===== src/rtl/regfile_pkg.sv =====
// -----------------------------------------------------------------------------
// regfile_pkg
//   Shared constants and helpers for the parametrised register file.
//   - REGFILE_DATA_WIDTH / REGFILE_NUM_REGS / REGFILE_ADDR_WIDTH are the
//     default geometry, matching the original fixed 8-bit x 16-entry file.
//   - addr_width_ok() is evaluated at elaboration time to reject address
//     widths too narrow to reach every register.
// -----------------------------------------------------------------------------
package regfile_pkg;

  localparam int REGFILE_DATA_WIDTH = 8;
  localparam int REGFILE_NUM_REGS   = 16;
  localparam int REGFILE_ADDR_WIDTH = 4;

  // Smallest and largest depth the file is meant to be built with.
  localparam int REGFILE_MIN_REGS = 2;
  localparam int REGFILE_MAX_REGS = 256;

  // True when an address of addr_width bits can reach all num_regs entries.
  function automatic bit addr_width_ok(input int addr_width, input int num_regs);
    return (num_regs <= (1 << addr_width));
  endfunction

  // True when the depth lies within the supported range.
  function automatic bit num_regs_ok(input int num_regs);
    return (num_regs >= REGFILE_MIN_REGS) && (num_regs <= REGFILE_MAX_REGS);
  endfunction

endpackage : regfile_pkg


===== src/rtl/regfile_rd_port.sv =====
// -----------------------------------------------------------------------------
// regfile_rd_port
//   One registered read port of param_regfile.
//   Ports:
//     clk, rst     clock and synchronous active-high reset
//     raddr        read address presented this cycle
//     regs         register contents as they will stand after this edge
//                  (already reflects a same-cycle restore)
//     wr_accept    a write to an in-range address is being accepted now
//     waddr/wdata  address and data of that write, used for the bypass
//     rdata        registered read data (1-cycle latency)
//     err          combinational flag: raddr is out of range this cycle
//   Priority of the read mux, lowest to highest: array, bypass, out-of-range
//   zero, hardwired-zero register 0.
// -----------------------------------------------------------------------------
module regfile_rd_port
  import regfile_pkg::*;
#(
  parameter int DATA_WIDTH = REGFILE_DATA_WIDTH,
  parameter int NUM_REGS   = REGFILE_NUM_REGS,
  parameter int ADDR_WIDTH = REGFILE_ADDR_WIDTH,
  parameter int ZERO_REG   = 0
) (
  input  logic                  clk,
  input  logic                  rst,
  input  logic [ADDR_WIDTH-1:0] raddr,
  input  logic [DATA_WIDTH-1:0] regs [NUM_REGS],
  input  logic                  wr_accept,
  input  logic [ADDR_WIDTH-1:0] waddr,
  input  logic [DATA_WIDTH-1:0] wdata,
  output logic [DATA_WIDTH-1:0] rdata,
  output logic                  err
);

  // Depth expressed one bit wider than the address, so the range compare is
  // meaningful even when NUM_REGS == 2**ADDR_WIDTH.
  localparam logic [ADDR_WIDTH:0] NUM_REGS_W = NUM_REGS[ADDR_WIDTH:0];

  logic                  in_range;
  logic [DATA_WIDTH-1:0] sel_data;

  // NOTE: every variable assigned in always_comb gets a default first, so no
  // path through the block leaves it holding an old value (no latch).
  always_comb begin
    in_range = ({1'b0, raddr} < NUM_REGS_W);
    sel_data = '0;

    // Decoded mux rather than a direct index: never reads past the array for
    // depths that are not a power of two.
    for (int i = 0; i < NUM_REGS; i++) begin
      if (raddr == ADDR_WIDTH'(i)) begin
        sel_data = regs[i];
      end
    end

    // Same-cycle write to the address being read wins over the array, which
    // also covers the restore-plus-write case: the written address returns
    // wdata, every other address returns the restored value via regs.
    if (wr_accept && (waddr == raddr)) begin
      sel_data = wdata;
    end

    if (!in_range) begin
      sel_data = '0;
    end

    if ((ZERO_REG != 0) && (raddr == '0)) begin
      sel_data = '0;
    end
  end

  assign err = !in_range;

  always_ff @(posedge clk) begin
    if (rst) begin
      rdata <= '0;
    end else begin
      rdata <= sel_data;
    end
  end

endmodule : regfile_rd_port


===== src/rtl/param_regfile.sv =====
// -----------------------------------------------------------------------------
// param_regfile
//   Parametrised register file: one write port, two registered read ports
//   with write-to-read bypass, optional hardwired-zero r0, overflow flag and
//   a single-level shadow bank for one-cycle context save/restore.
//   Ports:
//     clk, rst               clock, synchronous active-high reset
//     we_i, waddr_i, wdata_i write port
//     ovf_i                  overflow condition, captured on accepted writes
//     raddr_a_i, raddr_b_i   read addresses
//     rdata_a_o, rdata_b_o   registered read data
//     ovf_o                  overflow flag
//     save_i, restore_i      shadow bank save / restore requests
//     shadow_valid_o         shadow bank holds a saved context
//     err_o                  one-cycle pulse after any illegal access
// -----------------------------------------------------------------------------
module param_regfile
  import regfile_pkg::*;
#(
  parameter int DATA_WIDTH = REGFILE_DATA_WIDTH,
  parameter int NUM_REGS   = REGFILE_NUM_REGS,
  parameter int ADDR_WIDTH = REGFILE_ADDR_WIDTH,
  parameter int ZERO_REG   = 0
) (
  input  logic                  clk,
  input  logic                  rst,
  input  logic                  we_i,
  input  logic [ADDR_WIDTH-1:0] waddr_i,
  input  logic [DATA_WIDTH-1:0] wdata_i,
  input  logic                  ovf_i,
  input  logic [ADDR_WIDTH-1:0] raddr_a_i,
  input  logic [ADDR_WIDTH-1:0] raddr_b_i,
  output logic [DATA_WIDTH-1:0] rdata_a_o,
  output logic [DATA_WIDTH-1:0] rdata_b_o,
  output logic                  ovf_o,
  input  logic                  save_i,
  input  logic                  restore_i,
  output logic                  shadow_valid_o,
  output logic                  err_o
);

  // ---------------------------------------------------------------------------
  // Elaboration-time configuration checks
  // ---------------------------------------------------------------------------
  if (!addr_width_ok(ADDR_WIDTH, NUM_REGS)) begin : g_bad_addr_width
    $error("param_regfile: 2**ADDR_WIDTH (%0d) is less than NUM_REGS (%0d)",
           1 << ADDR_WIDTH, NUM_REGS);
  end

  if (!num_regs_ok(NUM_REGS)) begin : g_bad_num_regs
    $error("param_regfile: NUM_REGS (%0d) outside %0d..%0d",
           NUM_REGS, REGFILE_MIN_REGS, REGFILE_MAX_REGS);
  end

  localparam logic [ADDR_WIDTH:0] NUM_REGS_W = NUM_REGS[ADDR_WIDTH:0];

  // ---------------------------------------------------------------------------
  // State
  // ---------------------------------------------------------------------------
  logic [DATA_WIDTH-1:0] live_q   [NUM_REGS];
  logic [DATA_WIDTH-1:0] shadow_q [NUM_REGS];
  logic                  shadow_valid_q;
  logic                  ovf_q;
  logic                  err_q;

  // ---------------------------------------------------------------------------
  // Control decode
  // ---------------------------------------------------------------------------
  logic wr_in_range;
  logic wr_accept;    // write is legal: updates ovf and feeds the bypass
  logic wr_store;     // write actually lands in the live array
  logic wr_err;
  logic restore_ok;
  logic restore_err;
  logic rd_err_a;
  logic rd_err_b;

  assign wr_in_range = ({1'b0, waddr_i} < NUM_REGS_W);
  assign wr_accept   = we_i && wr_in_range;
  assign wr_err      = we_i && !wr_in_range;

  // With a hardwired-zero r0 the write is still accepted (ovf_o follows it)
  // but the data is discarded.
  assign wr_store    = wr_accept && !((ZERO_REG != 0) && (waddr_i == '0));

  // Restore only acts on a valid shadow. A restore with an empty shadow that
  // coincides with a save is treated as a plain save and raises no error.
  assign restore_ok  = restore_i && shadow_valid_q;
  assign restore_err = restore_i && !shadow_valid_q && !save_i;

  // ---------------------------------------------------------------------------
  // Read source: the contents the live bank will hold after this edge,
  // ignoring the write (the read ports apply the write via their bypass).
  // ---------------------------------------------------------------------------
  logic [DATA_WIDTH-1:0] rd_src [NUM_REGS];

  always_comb begin
    for (int i = 0; i < NUM_REGS; i++) begin
      rd_src[i] = restore_ok ? shadow_q[i] : live_q[i];
    end
  end

  // ---------------------------------------------------------------------------
  // Live and shadow banks
  // ---------------------------------------------------------------------------
  // NOTE: both arrays are built from flops rather than a RAM macro, so they
  // can and do take the reset, which lets the whole file clear in one cycle.
  always_ff @(posedge clk) begin
    if (rst) begin
      for (int i = 0; i < NUM_REGS; i++) begin
        live_q[i]   <= '0;
        shadow_q[i] <= '0;
      end
    end else begin
      for (int i = 0; i < NUM_REGS; i++) begin
        // Save and restore both read the pre-edge values, so asserting both
        // swaps the banks.
        if (restore_ok) begin
          live_q[i] <= shadow_q[i];
        end
        if (save_i) begin
          shadow_q[i] <= live_q[i];
        end
        // Later assignment wins: a same-cycle write overrides the restore.
        if (wr_store && (waddr_i == ADDR_WIDTH'(i))) begin
          live_q[i] <= wdata_i;
        end
      end
    end
  end

  // ---------------------------------------------------------------------------
  // Shadow-valid, overflow flag and error pulse
  // ---------------------------------------------------------------------------
  always_ff @(posedge clk) begin
    if (rst) begin
      shadow_valid_q <= 1'b0;
      ovf_q          <= 1'b0;
      err_q          <= 1'b0;
    end else begin
      // Save has priority, which keeps the flag set across a swap.
      if (save_i) begin
        shadow_valid_q <= 1'b1;
      end else if (restore_ok) begin
        shadow_valid_q <= 1'b0;
      end

      if (wr_accept) begin
        ovf_q <= ovf_i;
      end

      // Recomputed every cycle, so the flag is a single-cycle pulse.
      err_q <= wr_err || rd_err_a || rd_err_b || restore_err;
    end
  end

  // ---------------------------------------------------------------------------
  // Read ports
  // ---------------------------------------------------------------------------
  regfile_rd_port #(
    .DATA_WIDTH (DATA_WIDTH),
    .NUM_REGS   (NUM_REGS),
    .ADDR_WIDTH (ADDR_WIDTH),
    .ZERO_REG   (ZERO_REG)
  ) u_rd_port_a (
    .clk       (clk),
    .rst       (rst),
    .raddr     (raddr_a_i),
    .regs      (rd_src),
    .wr_accept (wr_accept),
    .waddr     (waddr_i),
    .wdata     (wdata_i),
    .rdata     (rdata_a_o),
    .err       (rd_err_a)
  );

  regfile_rd_port #(
    .DATA_WIDTH (DATA_WIDTH),
    .NUM_REGS   (NUM_REGS),
    .ADDR_WIDTH (ADDR_WIDTH),
    .ZERO_REG   (ZERO_REG)
  ) u_rd_port_b (
    .clk       (clk),
    .rst       (rst),
    .raddr     (raddr_b_i),
    .regs      (rd_src),
    .wr_accept (wr_accept),
    .waddr     (waddr_i),
    .wdata     (wdata_i),
    .rdata     (rdata_b_o),
    .err       (rd_err_b)
  );

  assign ovf_o          = ovf_q;
  assign shadow_valid_o = shadow_valid_q;
  assign err_o          = err_q;

endmodule : param_regfile


===== config.mk =====
export PLATFORM = sky130hd
export DESIGN_NAME = param_regfile
export DESIGN_NICKNAME = d
export VERILOG_FILES = /design/src/rtl/regfile_pkg.sv /design/src/rtl/regfile_rd_port.sv /design/src/rtl/param_regfile.sv
export SDC_FILE = /design/constraint.sdc
export NUM_CORES = 1
export LEC_CHECK = 0
export CORE_ASPECT_RATIO = 1.75
export CORE_MARGIN = 3
export CORE_UTILIZATION = 40
export CTS_CLUSTER_SIZE = 14
export DETAILED_ROUTE_END_ITERATION = 12
export DONT_BUFFER_PORTS = 1
export HOLD_SLACK_MARGIN = 0.15
export PLACE_DENSITY_LB_ADDON = 0.2
export SLEW_MARGIN = 0
export SYNTH_ARGS = -nofsm -noshare
export SYNTH_HDL_FRONTEND = slang
export SYNTH_SLANG_ARGS = --single-unit

===== constraint.sdc =====
create_clock -name clk -period 4 [get_ports clk]
set_input_delay 1 -clock clk [delete_from_list [all_inputs] [get_ports clk]]
set_output_delay 1 -clock clk [all_outputs]
set_load 0.005 [all_outputs]

==> results.yml <==
finish:
  n_antenna_cell: 0
  synthToLayoutAreaGrowth_pct: 9.269
  final_cell_count_no_fill: 1930
  nFillCells: 3576
  nNetsFinal: 1455
  regArea_um2: 8068
  multi_input_area_um2: 6683
  layout-drive-gt1-share: 0.08897
synthesis:
  synth_area_um2: 15350
  synth_nets: 1495
  synth_top_cell_by_area: "edfxtp_1"
  yosys_warnings: 0
  synth.most_common_cell: "edfxtp_1"
  syn_inst: 1469
  ys.flop_type: "edfxtp_1"
  synth-edff-count: 256
  postSynthAreaPerCell_um2: 10.45
  yosys_register_bits: 275
  ys_seq_area_frac: 0.5256
  yosysTopAreaCellShare: 0.5009
  postSynth.asyncResetShare: 0
  synth_cell_types: 75
  synthTopCellsByCount: "edfxtp_1 (256), nand2_1 (245), mux2i_1 (136)"
  synth_area_leaders: "edfxtp_1 (50%), mux2i_1 (8.9%), nand2_1 (6.0%)"
timing:
  slew_violations: 0
  finalSetupViolCount: 0
  max_freq_mhz: 354.1
  slew_headroom: 0.3682
  tightest_slew_ns: 0.9442
  hold_violations: 0
  fin_crit_ns: 2.824
  finalSetupTns_ns: 0
  worst_hold_slack_ns: 0.5077
  worst_clock_skew_ns: 0.01322
  finalCritPeriodShare: 0.7060
  rsz0062_at_grt: "no"
power_and_ir_drop:
  power_density_nw_per_um2: 421.9
  ir_worst_vdd_mv: 0.2012
  power.leakage_uw: 0.006336
  finalPower_uw: 7075
floorplan:
  fp-row-count: 94
  start_util: 0.4065
  die_width_um: 154.1
  coreArea_um2: 37750
  die_area_um2: 40850
  die_height_um: 265.1
  ios: 45
clocking:
  cts.sinks: 275
  htreeDepth: 1
  root_buffer: "clkbuf_16"
  cts_hold_buf: 0
  numCtsBuffers: 27
  ctsResizeCount: 0
  cts_tree: "yes"
  clk_latency_ns: 0.57
  clk_pin_slew_ns: 0.07
  clock_path_buffers: 3
  post_cts_buffers: 0
grt:
  grt-ovfl-total: 0
  grt_pass1_vias: 12070
  grt_max_degree: 100
  grt_pass1_wl_um: 87240
  antenna_found_initial: 0
  grt_use_total: 0.2904
detailed_routing:
  routedWlPerCell_um: 31.43
  postRouteAntennaNets: 0
  dr.pass1.iters: 5
  vias_per_cell: 6.219
  routed_wirelength_um: 60650
  vias: 12000
  drc: 0
  first_iter_violations: 1140
setup_path:
  crit_path_max_fanout: 26
  worstPathRequired_ns: 4.45
  arrival_ns: 3.28
  end_kind: "flop"
  path_class: "reg -> reg"
  crit_path_start_kind: "flop"
place:
  gp_congestion: 1.002
  dp.cells: 1880
  portBuffers: 0
  dp_hpwl_um: 42070
worst_hold_path:
  hp-class: "in -> reg"
flow_run:
  max-cap-violations: 0
status:
  status: "complete, no violations"
==> per-layer routing <==
metal	share of wire	up-vias	track usage	routed length, µm
li1	-	5312	-	-
met1	0.36	6008	0.3355	22050
met2	0.51	514	0.5129	30920
met3	0.046	168	0.02588	2813
met4	0.080	0	0.1861	4861
met5	0	-	0	0
==> final timing paths <==
| path | startpoint | endpoint | slack (ns) | cells past startpoint |
|---|---|---|---|---|
| setup reg to reg | shadow_valid_o | u_rd_port_b.rdata[4] | 1.18 | 7 |
| hold reg to reg | ovf_o | ovf_o | 0.52 | 2 |
| setup / recovery | shadow_valid_o | u_rd_port_b.rdata[4] | 1.18 | 7 |
| hold / removal | rst | ovf_o | 0.51 | 1 |
==> stage by stage <==
step	util	instance area, µm²	worst slack, ns
5_1_grt	0.4442	16770	1.178
6_report	0.4442	16770	1.176
4_1_cts	0.4442	16770	1.265
3_5_place_dp	0.4191	15820	0.7231
3_3_place_gp	0.4191	15820	0.6771
2_1_floorplan	-	15350	0.4045
==> critical path, stage by stage, from the launching register on <==
cell	delay, ns
dfxtp_1	0.44
buf_4	0.39
a21boi_0	0.21
o211ai_1	0.38
o2111ai_1	0.22
nor4b_1	0.64
o21ai_1	0.12
a32o_1	0.28
==> state kept, by name, summed over array words and instances, names as in the netlist <==
| register | cells |
|---|---|
| u_rd_port_a.rdata | 8 |
| u_rd_port_b.rdata | 8 |
| ovf_o | 1 |
| live_q | 128 |
| err_o | 1 |
| shadow_q | 128 |
| shadow_valid_o | 1 |
==> cell type report <==
class                           instances  area share
Clock buffer                           37     0.04611
Multi-Input combinational cell       1066      0.3985
Clock inverter                         13     0.01044
Sequential cell                       275      0.4811
Inverter                                9    0.002014
Tap cell                              480     0.03581
Timing Repair Buffer                   50     0.02611
==> cell families after synthesis <==
| group | count (synthesis) | synth area share |
|---|---|---|
| multiplexers | 158 | 0.1114 |
| buffers and inverters | 128 | 0.03994 |
| AO/OA/AOI/OAI | 349 | 0.1454 |
| flip-flops | 275 | 0.5256 |
| AND/OR/NAND/NOR | 551 | 0.1731 |
| XOR/XNOR | 8 | 0.004565 |
==> placed cells by master (no fill, tap or decap), types with 6 or more instances in the layout <==
master,instances
xor2_1,6
a211o_1,7
a32o_1,7
mux4_2,9
clkbuf_16,27
dfxtp_1,19
and2_1,85
o211ai_1,13
clkinv_2,6
buf_4,45
and3_1,15
edfxtp_1,256
a211oi_1,13
or3_1,6
clkbuf_8,6
mux2i_1,136
nor2_1,77
mux2_2,10
nand2b_1,15
o221ai_1,9
a21boi_0,6
nand3_1,12
o21ai_0,106
inv_1,7
a221oi_1,6
nand2_1,245
nor3_1,15
o21ai_1,35
a21oi_1,39
nor2b_1,59
o22ai_1,43
==> power breakdown <==
group / switching, µW / internal, µW / leakage (µW)
combinational: 522 / 278 / 0.00295
clock: 1160 / 1610 / 0.000469
sequential: 128 / 3370 / 0.00291
(Power assumes the default switching activity.)
==> RTL change 1, RTL diff (same flow settings) <==
Set the package constant `REGFILE_DATA_WIDTH` to 9 (it was 8).
--- a/src/rtl/regfile_pkg.sv
+++ b/src/rtl/regfile_pkg.sv
@@ -8,7 +8,7 @@
 // -----------------------------------------------------------------------------
 package regfile_pkg;
 
-  localparam int REGFILE_DATA_WIDTH = 8;
+  localparam int REGFILE_DATA_WIDTH = 9;
   localparam int REGFILE_NUM_REGS   = 16;
   localparam int REGFILE_ADDR_WIDTH = 4;
 
Ports: changed (resized rdata_a_o, rdata_b_o and wdata_i); port bits go from 45 to 48. The function was not compared with the original's and may differ.
==> RTL change 1 against the original RTL <==
  * Cell area is 12% higher
  * Synthesized area is 12% higher
  * Worst setup slack worse by 340 ps
  * Clock skew is 3.3 ps higher
  * First-iteration DRC count is 31% higher
  * Sequential cell count is 34 higher
  * Cell count is 13% higher
  * Critical endpoint is now u_rd_port_b.rdata[8]
  * Wire length is 18% higher
  * Register-to-register slack worse by 80 ps
  * Total power is 8.5% higher
  * Count of clock-buffer cells in the layout is 2 lower
==> RTL change 1: results (changes against the original RTL) <==
outcome:
  status: "finished, final reports clean"  # unchanged
placed_design:
  dp_hpwl_um: 49800  # was 42100 um
global_routing:
  grt_first_pass_wirelength_um: 101000  # was 87200 um
  grt_max_degree: 118  # was 100
  antenna_found_initial: 1  # was 0
synthesis:
  synth-compound-area-share: 0.138  # was 0.145
  synth_xor_area_frac: 0.00459  # was 0.00457
  synth_cell_types: 73  # was 75
  synth-seq-area-share: 0.528  # was 0.526
  synthMuxAreaShare: 0.118  # was 0.111
  syn_nets: 1666  # was 1495
  synth_edf_count: 288  # was 256
  synth_common_cells: "edfxtp_1, nand2_1, mux2i_1"  # unchanged
finish:
  reg_top3: "live_q x144, shadow_q x144"  # was live_q x128, shadow_q x128
pwr:
  p_leak_nw: 7.06  # was 6.34 nW
  peakVddDrop_v: 0.000311  # was 0.000201 V
worst_setup_path:
  critPathArrivalTime_ps: 3610  # was 3280 ps
  cp_max_fo: 36  # was 26
clock_network:
  insertion_delay_ps: 590  # was 570 ps
  cts_buffers: 31  # was 27
routing:
  via_count: 13600  # was 12000
  drtPass1Iterations: 8  # was 5
  wl_per_cell_um: 32.6  # was 31.4 um
  first_iter_violations: 1491  # was 1140
timing:
  fin_worst_skew_ps: 16.5  # was 13.2 ps
RTL change 1: area by class of cell:
class / instances / area share
inverter: 10 / 0.00200
clock buffer: 35 / 0.0421
clock inverter: 21 / 0.00692
timing repair buffer: 64 / 0.0296
sequential: 309 / 0.483
multi-input combinational: 1191 / 0.400
tap: 555 / 0.0369
antenna: 1 / 0.000133
RTL change 1: final timing paths:
check        cells past startpoint                   end  slack, ps           start
min                              1                 ovf_o        510             rst
max reg2reg                      6  u_rd_port_b.rdata[8]       1100  shadow_valid_o
max                              6  u_rd_port_b.rdata[8]        830    raddr_b_i[0]
min reg2reg                      2                 ovf_o        520           ovf_o
RTL change 1: layer usage:
metal,up-vias,track usage,routed length [um]
li1,5962,-,-
met3,220,0.0418,4220
met1,6746,0.347,25400
met4,0,0.213,6240
met2,697,0.532,35500
met5,-,0,0
RTL change 1: power breakdown:
group	leakage (nW)	internal [mW]	total, mW	switching (mW)
logic	3.34	0.320	0.929	0.609
clock network	0.449	1.48	2.80	1.32
registers	3.28	3.79	3.95	0.154
total	7.06	5.59	7.68	2.09
RTL change 1: kinds of logic after synthesis:
family	count (synthesis)
AO/OA/AOI/OAI	373
XOR/XNOR	9
buffers and inverters	139
flip-flops	309
multiplexers	185
AND/OR/NAND/NOR	624
RTL change 1: through the flow:
stage / cell area, sq um / power, mW / cells / setup slack (ps)
after global placement: 17900 / 4.92 / 2129 / 298
after floorplan: 17200 / 4.56 / 1639 / 205
after detailed placement: 17900 / 4.92 / 2129 / 390
after CTS: 18800 / 7.69 / 2185 / 998
final: 18800 / 7.68 / 2186 / 831
after global routing: 18800 / 7.88 / 2185 / 921
RTL change 1: critical path, cell delays in order:
cell and delay (ps):
inv_1 540, nand2_1 340, o311ai_0 770, o221ai_1 450
a311oi_1 380, a211oi_1 110
==> RTL change 2, RTL diff (same settings) <==
Without the edit above. Register the output `rdata_b_o`, cleared by the reset; this adds one clock of latency there. The other outputs are not delayed to match. Comments in the files are not updated.
--- a/src/rtl/param_regfile.sv
+++ b/src/rtl/param_regfile.sv
@@ -39,6 +39,8 @@
   output logic                  err_o
 );
 
+  logic [DATA_WIDTH-1:0] rdata_b_d;
+
   // ---------------------------------------------------------------------------
   // Elaboration-time configuration checks
   // ---------------------------------------------------------------------------
@@ -187,7 +189,7 @@
     .wr_accept (wr_accept),
     .waddr     (waddr_i),
     .wdata     (wdata_i),
-    .rdata     (rdata_b_o),
+    .rdata     (rdata_b_d),
     .err       (rd_err_b)
   );
 
@@ -195,5 +197,13 @@
   assign shadow_valid_o = shadow_valid_q;
   assign err_o          = err_q;
 
+  always_ff @(posedge clk) begin
+    if (rst) begin
+      rdata_b_o <= '0;
+    end else begin
+      rdata_b_o <= rdata_b_d;
+    end
+  end
+
 endmodule : param_regfile
 
Formal check against the unedited RTL: not equivalent (Yosys sat finds a counterexample within 4 cycles, from zero or initial values and one cycle with rst high).
==> RTL change 2 against the original RTL <==
  * Sequential cell count up 8
  * Total power increased by 2.7%
  * Wire length up 0.93%
  * Global-route usage is 0.25 points lower
  * Utilization is 0.30 points higher
  * Synthesized area rose by 2.9%
  * Combinational power is 3.0% higher
  * Worst setup slack gained 100 ps
  * Cell area rose by 3.0%
  * Critical path type is now primary input to flop
  * Critical endpoint is now u_rd_port_a.rdata[0]
  * Largest cell class unchanged
  * Largest power group unchanged
==> RTL change 2: results (changes against the original RTL) <==
worst_hold_path:
  hold_path.class: "flop to flop"  # was primary input to flop
  min-delay-start: "u_rd_port_b.rdata[3]"  # was rst
  min_to: "rdata_b_o[3]"  # was ovf_o
routing:
  via_count: 12500  # was 12000
  wl_per_cell_um: 30.4  # was 31.4 um
  first_iter_violations: 1202  # was 1140
  wl_um: 61200  # was 60700 um
synthesis:
  synth_cells: 1544  # was 1469
  synth_area_leaders: "edfxtp_1, mux2i_1, nand2_1, dfxtp_1, and2_1"  # was edfxtp_1, mux2i_1, nand2_1, and2_1, o21ai_0
  synth_common_cells: "edfxtp_1, nand2_1, mux2i_1"  # unchanged
  synth-seq-area-share: 0.521  # was 0.526
  syn_nets: 1570  # was 1495
placed_design:
  placed_area_sq_mm: 0.0163  # was 0.0158 sq mm
  dp_cells: 1961  # was 1880
  dp_slack_ps: 728  # was 723 ps
  gp_congestion: 1.05  # was 1.00
worst_setup_path:
  crit_slowest_cell: "or4_1"  # was nor4b_1
  crit_path_max_incr_delay_ps: 590  # was 640 ps
  r2r_end: "u_rd_port_a.rdata[2]"  # was u_rd_port_b.rdata[4]
timing:
  fin_worst_skew_ps: 25.7  # was 13.2 ps
  max-slew-margin-rel: 0.159  # was 0.368
  whs_ps: 456  # was 508 ps
global_routing:
  grt_max_degree: 114  # was 100
  grtUsageTotal: 0.288  # was 0.290
  grt_first_pass_wirelength_um: 88200  # was 87200 um
  grt_pass1_vias: 12500  # was 12100
finish:
  drive_gt1_frac: 0.0903  # was 0.0890
  fill_cells: 3643  # was 3576
outcome:
  status: "finished, final reports clean"  # unchanged
pwr:
  p_leak_nw: 6.61  # was 6.34 nW
  peakVddDrop_v: 0.000214  # was 0.000201 V
-- RTL change 2: routing by layer --
layer  up-vias  track usage  part of all wire
li1       5559            -                 -
met1      6161        0.327              0.36
met2       598        0.493              0.49
met3       207       0.0297             0.051
met4         0        0.223             0.098
met5         -            0                 0
-- RTL change 2: cells by family (layout without fill, tap and decap cells) --
family                    Yosys count  count (layout)  synth area share
buffers and inverters             141             125            0.0451
xor gates and xnor gates            8               8           0.00444
and+or+nand+nor                   578             578             0.178
muxes                             150             150            0.0990
DFF                               283             283             0.521
AOI/OAI and AO/OA                 384             384             0.153
-- RTL change 2: final cells by class --
type | instances | area, sq um | share of cell area
Sequential cell | 283 | 8230 | 0.476
Multi-Input combinational cell | 1120 | 6910 | 0.400
Clock buffer | 45 | 941 | 0.0545
Tap cell | 485 | 607 | 0.0351
Timing Repair Buffer | 59 | 493 | 0.0285
Inverter | 14 | 52.6 | 0.00304
Clock inverter | 7 | 46.3 | 0.00268
-- RTL change 2: worst max path at each step --
stage,from,endpoint,slack (ps),depth (start not counted)
after floorplan,rst,shadow_q[0][0],540,3
after global routing,restore_i,u_rd_port_a.rdata[0],1200,7
after detailed placement,restore_i,u_rd_port_a.rdata[0],730,7
after CTS,restore_i,u_rd_port_a.rdata[0],1330,7
after global placement,restore_i,u_rd_port_a.rdata[3],750,7
final,restore_i,u_rd_port_a.rdata[0],1280,7
-- RTL change 2: critical path: cells and delay by family --
kind | cells | cell delay (ps)
mux | 1 | 430
compound gates | 3 | 520
simple gates | 2 | 870
buf+inv | 1 | 280
-- RTL change 2: where the power goes --
| part | leakage, nW | switching [mW] | internal, mW |
|---|---|---|---|
| Sequential | 2.98 | 0.143 | 3.46 |
| Combinational | 3.14 | 0.533 | 0.290 |
| Clock | 0.493 | 1.22 | 1.62 |
| Total | 6.61 | 1.90 | 5.37 |
